## config.mk

```make
export PLATFORM = sky130hd
export DESIGN_NAME = ps2_key_tracker
export DESIGN_NICKNAME = d
export VERILOG_FILES = /design/src/rtl/ps2_key_tracker.sv
export SDC_FILE = /design/constraint.sdc
export NUM_CORES = 1
export LEC_CHECK = 0
export ABC_AREA = 1
export CORE_ASPECT_RATIO = 0.8
export CORE_MARGIN = 10
export CORE_UTILIZATION = 34
export CTS_CLUSTER_SIZE = 8
export DETAILED_ROUTE_END_ITERATION = 16
export DONT_BUFFER_PORTS = 1
export RECOVER_POWER = 50
export SYNTH_ARGS = -nofsm -noshare
export SYNTH_HDL_FRONTEND = slang
export SYNTH_SLANG_ARGS = --single-unit
```

## constraint.sdc

```tcl
create_clock -name clk -period 6.2 [get_ports clk]
set_clock_uncertainty 0.2 [all_clocks]
set_input_delay 0.31 -clock clk [delete_from_list [all_inputs] [get_ports clk]]
set_output_delay 0.31 -clock clk [all_outputs]
set_load 0.05 [all_outputs]
```

## src/rtl/ps2_key_tracker.sv

```systemverilog
// ps2_key_tracker
// Decodes PS/2 set-2 scan-code bytes into press/repeat/release events and
// tracks the keys that are currently held.
//
// Ports
//   clk           rising-edge clock for all state
//   rst           synchronous reset, active low
//   code_valid    one-cycle strobe: code_in carries a new byte
//   code_in       raw scan-code byte
//   press_count   count of new key presses, wraps modulo 2^CNT_W
//   last_code     {ext,code} of the most recent new press
//   held_num      number of occupied held-table entries
//   held_codes    held table, entry 0 (oldest press) in bits [8:0], unused = 0
//   hist          raw byte history, bits [7:0] = most recent byte
//   press_pulse   one cycle: new press decoded
//   repeat_pulse  one cycle: make code of a key that is already held
//   release_pulse one cycle: break code decoded
//   event_code    {ext,code} of the latest press/repeat/release
//   err_pulse     one cycle: protocol error
//   overflow      sticky: a press arrived while the held table was full
module ps2_key_tracker #(
    parameter int CNT_W      = 8,
    parameter int MAX_HELD   = 4,
    parameter int HIST_DEPTH = 2
) (
    input  logic                            clk,
    input  logic                            rst,
    input  logic                            code_valid,
    input  logic [7:0]                      code_in,
    output logic [CNT_W-1:0]                press_count,
    output logic [8:0]                      last_code,
    output logic [$clog2(MAX_HELD+1)-1:0]   held_num,
    output logic [9*MAX_HELD-1:0]           held_codes,
    output logic [8*HIST_DEPTH-1:0]         hist,
    output logic                            press_pulse,
    output logic                            repeat_pulse,
    output logic                            release_pulse,
    output logic [8:0]                      event_code,
    output logic                            err_pulse,
    output logic                            overflow
);

    localparam int HW = $clog2(MAX_HELD + 1);

    typedef enum logic [1:0] {
        IDLE,
        EXT,
        BRK,
        EXT_BRK
    } state_t;

    state_t state_reg, state_next;

    // Decoder outputs for the byte presented this cycle
    logic       is_make;
    logic       is_break;
    logic       dec_ext;
    logic       dec_err;
    logic [8:0] dec_code;

    logic [8:0]    held_reg   [MAX_HELD];
    logic [8:0]    shift_src  [MAX_HELD];
    logic [HW-1:0] held_num_reg;
    logic [7:0]    hist_reg   [HIST_DEPTH];
    logic [7:0]    hist_src   [HIST_DEPTH];

    logic          found;
    logic [HW-1:0] found_idx;
    logic          table_full;
    logic          do_insert;
    logic          do_remove;

    // ------------------------------------------------------------------
    // Decoder FSM
    // ------------------------------------------------------------------
    always_ff @(posedge clk) begin
        if (!rst) begin
            state_reg <= IDLE;
        end else begin
            state_reg <= state_next;
        end
    end

    always_comb begin
        state_next = state_reg;
        is_make    = 1'b0;
        is_break   = 1'b0;
        dec_ext    = 1'b0;
        dec_err    = 1'b0;
        if (code_valid) begin
            if (code_in == 8'h00 || code_in == 8'hFF) begin
                // Line-level garbage aborts any sequence in progress
                dec_err    = 1'b1;
                state_next = IDLE;
            end else begin
                unique case (state_reg)
                    IDLE: begin
                        if (code_in == 8'hE0) begin
                            state_next = EXT;
                        end else if (code_in == 8'hF0) begin
                            state_next = BRK;
                        end else begin
                            is_make = 1'b1;
                        end
                    end
                    EXT: begin
                        if (code_in == 8'hF0) begin
                            state_next = EXT_BRK;
                        end else if (code_in == 8'hE0) begin
                            // Repeated E0 is tolerated silently
                            state_next = EXT;
                        end else begin
                            is_make    = 1'b1;
                            dec_ext    = 1'b1;
                            state_next = IDLE;
                        end
                    end
                    BRK, EXT_BRK: begin
                        state_next = IDLE;
                        if (code_in == 8'hE0 || code_in == 8'hF0) begin
                            dec_err = 1'b1;
                        end else begin
                            is_break = 1'b1;
                            dec_ext  = (state_reg == EXT_BRK);
                        end
                    end
                    default: state_next = IDLE;
                endcase
            end
        end
    end

    assign dec_code = {dec_ext, code_in};

    // ------------------------------------------------------------------
    // Held-table lookup (only occupied entries can match)
    // ------------------------------------------------------------------
    always_comb begin
        found     = 1'b0;
        found_idx = '0;
        for (int i = 0; i < MAX_HELD; i++) begin
            if (!found && (HW'(i) < held_num_reg) && (held_reg[i] == dec_code)) begin
                found     = 1'b1;
                found_idx = HW'(i);
            end
        end
    end

    assign table_full = (held_num_reg == HW'(MAX_HELD));
    assign do_insert  = is_make && !found && !table_full;
    assign do_remove  = is_break && found;

    // Each entry's compaction source is its upper neighbour; the top entry
    // takes zero so vacated slots read back as 0.
    genvar gi;
    generate
        for (gi = 0; gi < MAX_HELD; gi++) begin : g_held
            if (gi == MAX_HELD - 1) begin : g_top
                assign shift_src[gi] = 9'd0;
            end else begin : g_mid
                assign shift_src[gi] = held_reg[gi+1];
            end
            assign held_codes[9*gi +: 9] = held_reg[gi];
        end

        for (gi = 0; gi < HIST_DEPTH; gi++) begin : g_hist
            if (gi == 0) begin : g_head
                assign hist_src[gi] = code_in;
            end else begin : g_tail
                assign hist_src[gi] = hist_reg[gi-1];
            end
            assign hist[8*gi +: 8] = hist_reg[gi];
        end
    endgenerate

    always_ff @(posedge clk) begin
        if (!rst) begin
            for (int i = 0; i < MAX_HELD; i++) begin
                held_reg[i] <= '0;
            end
        end else begin
            for (int i = 0; i < MAX_HELD; i++) begin
                if (do_remove && (HW'(i) >= found_idx)) begin
                    held_reg[i] <= shift_src[i];
                end else if (do_insert && (HW'(i) == held_num_reg)) begin
                    held_reg[i] <= dec_code;
                end
            end
        end
    end

    always_ff @(posedge clk) begin
        if (!rst) begin
            for (int i = 0; i < HIST_DEPTH; i++) begin
                hist_reg[i] <= '0;
            end
        end else if (code_valid) begin
            for (int i = 0; i < HIST_DEPTH; i++) begin
                hist_reg[i] <= hist_src[i];
            end
        end
    end

    // ------------------------------------------------------------------
    // Counters, event outputs and pulses
    // ------------------------------------------------------------------
    always_ff @(posedge clk) begin
        if (!rst) begin
            held_num_reg  <= '0;
            press_count   <= '0;
            last_code     <= '0;
            event_code    <= '0;
            overflow      <= 1'b0;
            press_pulse   <= 1'b0;
            repeat_pulse  <= 1'b0;
            release_pulse <= 1'b0;
            err_pulse     <= 1'b0;
        end else begin
            press_pulse   <= 1'b0;
            repeat_pulse  <= 1'b0;
            release_pulse <= 1'b0;
            err_pulse     <= dec_err;
            if (is_make) begin
                event_code <= dec_code;
                if (found) begin
                    // Typematic repeat of a held key
                    repeat_pulse <= 1'b1;
                end else begin
                    press_pulse <= 1'b1;
                    press_count <= press_count + CNT_W'(1);
                    last_code   <= dec_code;
                    if (table_full) begin
                        overflow <= 1'b1;
                    end else begin
                        held_num_reg <= held_num_reg + HW'(1);
                    end
                end
            end
            if (is_break) begin
                event_code    <= dec_code;
                release_pulse <= 1'b1;
                if (found) begin
                    held_num_reg <= held_num_reg - HW'(1);
                end
            end
        end
    end

    assign held_num = held_num_reg;

endmodule
```

Yosys cells after proc, flatten, opt, wreduce, memory -nomap -nowiden
Memories as Yosys holds them, arrays and structs flattened.
Cells that the tools add are included.
{"block": "op_classes", "add_sub_neg": 3, "order_cmp": 8, "eq_ne": 15, "mux": 83, "bitwise": 11, "reduce_logical": 35}
{"op": "9-bit 2-to-1 mux", "n": 10}
{"op": "1-bit 2-to-1 mux", "n": 57}
{"op": "9-bit equality test", "n": 4}
{"op": "8-bit equality test (second input constant)", "n": 3}
{"op": "3-bit 2-to-1 mux", "n": 7}
{"op": "1-bit logical AND", "n": 18}
{"op": "8-bit 2-to-1 mux", "n": 2}
{"op": "1-bit bitwise OR", "n": 10}
{"op": "8-bit by 1-bit adder with 8-bit output (second input constant)", "n": 1}
{"op": "8-bit zero test", "n": 1}
{"op": "2-bit 2-to-1 mux", "n": 4}
{"op": "2-bit AND reduction", "n": 4}
{"op": "2-bit by 3-bit equality test with 1-bit output (first input constant)", "n": 2}
{"op": "1-bit by 3-bit >= comparator with 1-bit output (first input constant)", "n": 2}
{"op": "2-bit by 3-bit >= comparator with 1-bit output (first input constant)", "n": 2}
{"op": "1-bit by 3-bit less-than comparator with 1-bit output (first input constant)", "n": 2}
{"op": "2-bit by 3-bit less-than comparator with 1-bit output (first input constant)", "n": 2}
{"op": "2-bit case mux with 3 select lines", "n": 1}
{"op": "1-bit zero test", "n": 5}
{"op": "2-bit equality test (second input constant)", "n": 2}
{"op": "4-bit inequality test (second input constant)", "n": 1}
{"op": "1-bit case mux with 2 select lines", "n": 2}
{"op": "3-bit by 1-bit adder with 3-bit output (second input constant)", "n": 1}
{"op": "1-bit by 3-bit equality test with 1-bit output (first input constant)", "n": 1}
{"op": "10 further kinds", "n": 11}
{"block": "totals", "regBits": 36, "ram_bits": 52, "word_cells": 167, "n_memories": 2}
{"name": "held_reg", "words": 4, "word_bits": 9, "rd": 4, "rd_clocked_by_memory_dff": 0, "wr": 4, "line": "61", "source": "logic [8:0] held_reg [MAX_HELD];"}
{"name": "hist_reg", "words": 2, "word_bits": 8, "rd": 2, "rd_clocked_by_memory_dff": 0, "wr": 2, "line": "64", "source": "logic [7:0] hist_reg [HIST_DEPTH];"}

Longest topological paths before layout
{"block": "depth", "depth_word": 30, "mapped_depth": 18, "depth_no_buf": 16}

Least setup slack after synthesis
OpenSTA, ideal clock, no wires.
{"block": "synth_timing", "kind": "flip-flop to flip-flop", "from": "reg held_num_reg[1], in the netlist held_num[1]", "to": "mem held_reg[0][0] (enable)", "setup_ps": 343, "t_arrival_ps": 2557, "path_slack_ps": 3100, "path_stages_with_launch": 15, "n_path_buf": 1, "path_cell_list": "dfxtp_1 -> inv_1 -> ha_1 -> nand2_1 -> nand2_1 -> nor3_1 -> nand3_1 -> nor2_1 -> nand3_2 -> nand3_1 -> nand2_1 -> nand2_1 -> nand3b_1 -> buf_2 -> nand3_1"}
{"item": "start, declared", "line": "63", "source": "logic [HW-1:0] held_num_reg;"}
{"item": "start signal, assigned", "line": "235", "source": "held_num_reg <= held_num_reg + HW'(1);"}
{"item": "start signal, assigned", "line": "243", "source": "held_num_reg <= held_num_reg - HW'(1);"}
{"item": "end, declared", "line": "61"}

==> flow_metrics.tcl <==
set metrics [dict create \
    regToRegSetupSlack_ps 2400 \
    drc_errors 0 \
    synth.cell_area_mm2 0.00462 \
    criticalPathCategory "input port to flip-flop" \
    largest_reg_flops 36 \
    drv_cap 0 \
    wl_met3_mm 2.00 \
    drv_slew 0 \
    firstDrtPassIters 5 \
    h-tree-depth 3 \
    critPathRequiredTime_ps 6000 \
    cts.repair.resized 0 \
    dr_wl_met2_mm 6.32 \
    met1_length_mm 5.96 \
    min_path_type "input port to flip-flop" \
    max_freq_mhz 219 \
    syn_area_per_cell_um2 8.24 \
    power.total_w 0.00156 \
    portBuffers 0 \
    synth-edff-count 52 \
    ioPinCount 97 \
    drive_above_1_share_pct 8.85 \
    initial_core_util_pct 34.4 \
    tns_ps 0 \
    slew-limit-headroom_pct 16.3 \
    grt_pass1_wl_mm 21.9 \
    synth_top_area_share_pct 33.8 \
    hpwl_mm 10.5 \
    clock_latency_ps 340 \
    fillers 1337 \
    chipHeight_um 124 \
    synth_top_area_cell "edfxtp_1" \
    grt_max_degree 31 \
    period_share_pct 73.5 \
    vias 3805 \
    worstMarginPinSlew_ps 1260 \
    crit_path_start_kind "input port" \
    num_antenna_cells 0 \
    cts_tree "done" \
    vias_per_cell 5.11 \
    hold_violations 0 \
    leakage_nw 2.07 \
    dieWidth_um 150 \
    grt_overflow 0 \
    yosys_warnings 0 \
    highest_layer "met4" \
    max-vdd-ir-drop_mv 0.132 \
    grt_pass1_vias 3645 \
    cts.reportedPaths.clkPinSlew_ps 60 \
    ctsLongestPathBuffers 2 \
    synthArstFlopShare_pct 0 \
    ys_types 39 \
    period_needed_ps 4560 \
    holdBufCountCts 9 \
    worstPathMaxFanout 30 \
    rsz0062_at_grt "false" \
    cts_made_buffers 9 \
    wl_per_cell_um 19.5 \
    crit_arrival_ps 4360 \
    die_area_mm2 0.0187 \
    final_util_pct 38.2 \
    drt_iter0_markers 393 \
    syn_nets 578 \
    grt_usage_pct 15.2 \
    setup_viol 0 \
    cts.sinks 88 \
    fp.coreArea_mm2 0.0135 \
    postRouteAntennaNets 0 \
    post_cts_buffers 0 \
    cts_root_buffer "clkbuf_16" \
    place_congestion 0.943 \
    synth_cells 561 \
    status "complete, no violations" \
    routed_wl_mm 14.5 \
    synth_seq_area_share_pct 49.4 \
    endpoint_kind "flip-flop" \
    ys.flop_type "edfxtp_1" \
    finalNetCount 577 \
    ys_ff_latch 88 \
    synthTopCellsByArea "edfxtp_1 (34%), dfxtp_1 (16%), nand2_1 (9.4%)" \
    p_per_area_mw_per_mm2 303 \
    area_growth_pct 11.3 \
    antenna_found_initial 0 \
    rows 38 \
]
-- logic make-up (layout without fill, tap and decap cells) --
group	after synthesis	count (layout)	synth area share, %
AOI/OAI and AO/OA	96	96	10.9
xor gates and xnor gates	11	11	2.08
adders and majority gates	6	6	1.62
buffers and inverters	86	90	7.93
DFF	88	88	49.4
and+or+nand+nor	274	274	28.1
-- worst paths after layout --
kind           startpoint        endpoint  cells past startpoint
min reg2reg  state_reg[0]    state_reg[0]                      2
max reg2reg   held_num[1]  held_reg[0][5]                     13
min            code_in[7]  held_reg[2][7]                      2
max            code_in[2]  held_reg[1][7]                     13
-- critical path, cell delays in order --
cell and delay, ps:
dlygate4sd3_1 620, clkinvlp_2 630, nand2_4 280, nor2_4 60
nand2_2 70, nand3_2 140, nor2_4 320, inv_2 90
nor2_1 230, inv_1 130, nor2_4 580, nand3_2 440
nand3_1 450
-- where the power goes --
part           internal, W  switching [W]  leakage (nW)
registers         0.000659       0.000160         0.845
clock network     0.000357       0.000232         0.155
logic            0.0000458       0.000106          1.07
total              0.00106       0.000499          2.07
-- per-layer routing --
layer	global-route usage [%]	up-vias
li1	-	1853
met1	18.7	1756
met2	23.2	180
met3	7.30	16
met4	3.88	0
met5	0	-
-- cell usage after synthesis (6+ instances only) --
master / count
nor3_1: 7
o21ai_0: 32
nand2_2: 7
o21ai_1: 22
dfxtp_1: 36
nand3_1: 35
nand4_1: 8
o22ai_1: 7
clkbuf_1: 7
inv_1: 57
edfxtp_1: 52
xor2_1: 6
nand2_1: 116
a21oi_1: 29
buf_2: 10
ha_1: 6
inv_2: 6
nor2_1: 72
nand3_2: 7
-- stage by stage --
step	std cells	setup slack [ps]	hold WS, ps	area [um^2]
after detailed placement	720	2460	236	4730
after floorplan	561	3100	285	4620
after global routing	745	1270	24.1	5150
final	745	1640	6.44	5150
after global placement	720	2580	239	4730
after CTS	745	2280	9.13	5150
-- final cells by class --
cell class | count | area (um^2) | area share, %
timing repair buffer | 9 | 90.1 | 1.75
inverter | 65 | 246 | 4.79
multi-input combinational | 387 | 1980 | 38.4
tap | 180 | 225 | 4.38
clock inverter | 7 | 101 | 1.97
sequential | 88 | 2280 | 44.3
clock buffer | 9 | 225 | 4.38
-- cell usage in the layout, fill, tap and decap left out, types with 9 or more instances in the layout --
master / netlist / final
nand2_1: 116 / 116
dfxtp_1: 36 / 36
clkbuf_16: 0 / 9
a21oi_1: 29 / 29
o21ai_1: 22 / 22
o21ai_0: 32 / 32
dlygate4sd3_1: 0 / 9
edfxtp_1: 52 / 52
inv_1: 57 / 57
nand3_1: 35 / 35
nor2_1: 72 / 72
(Power assumes the default switching activity.)
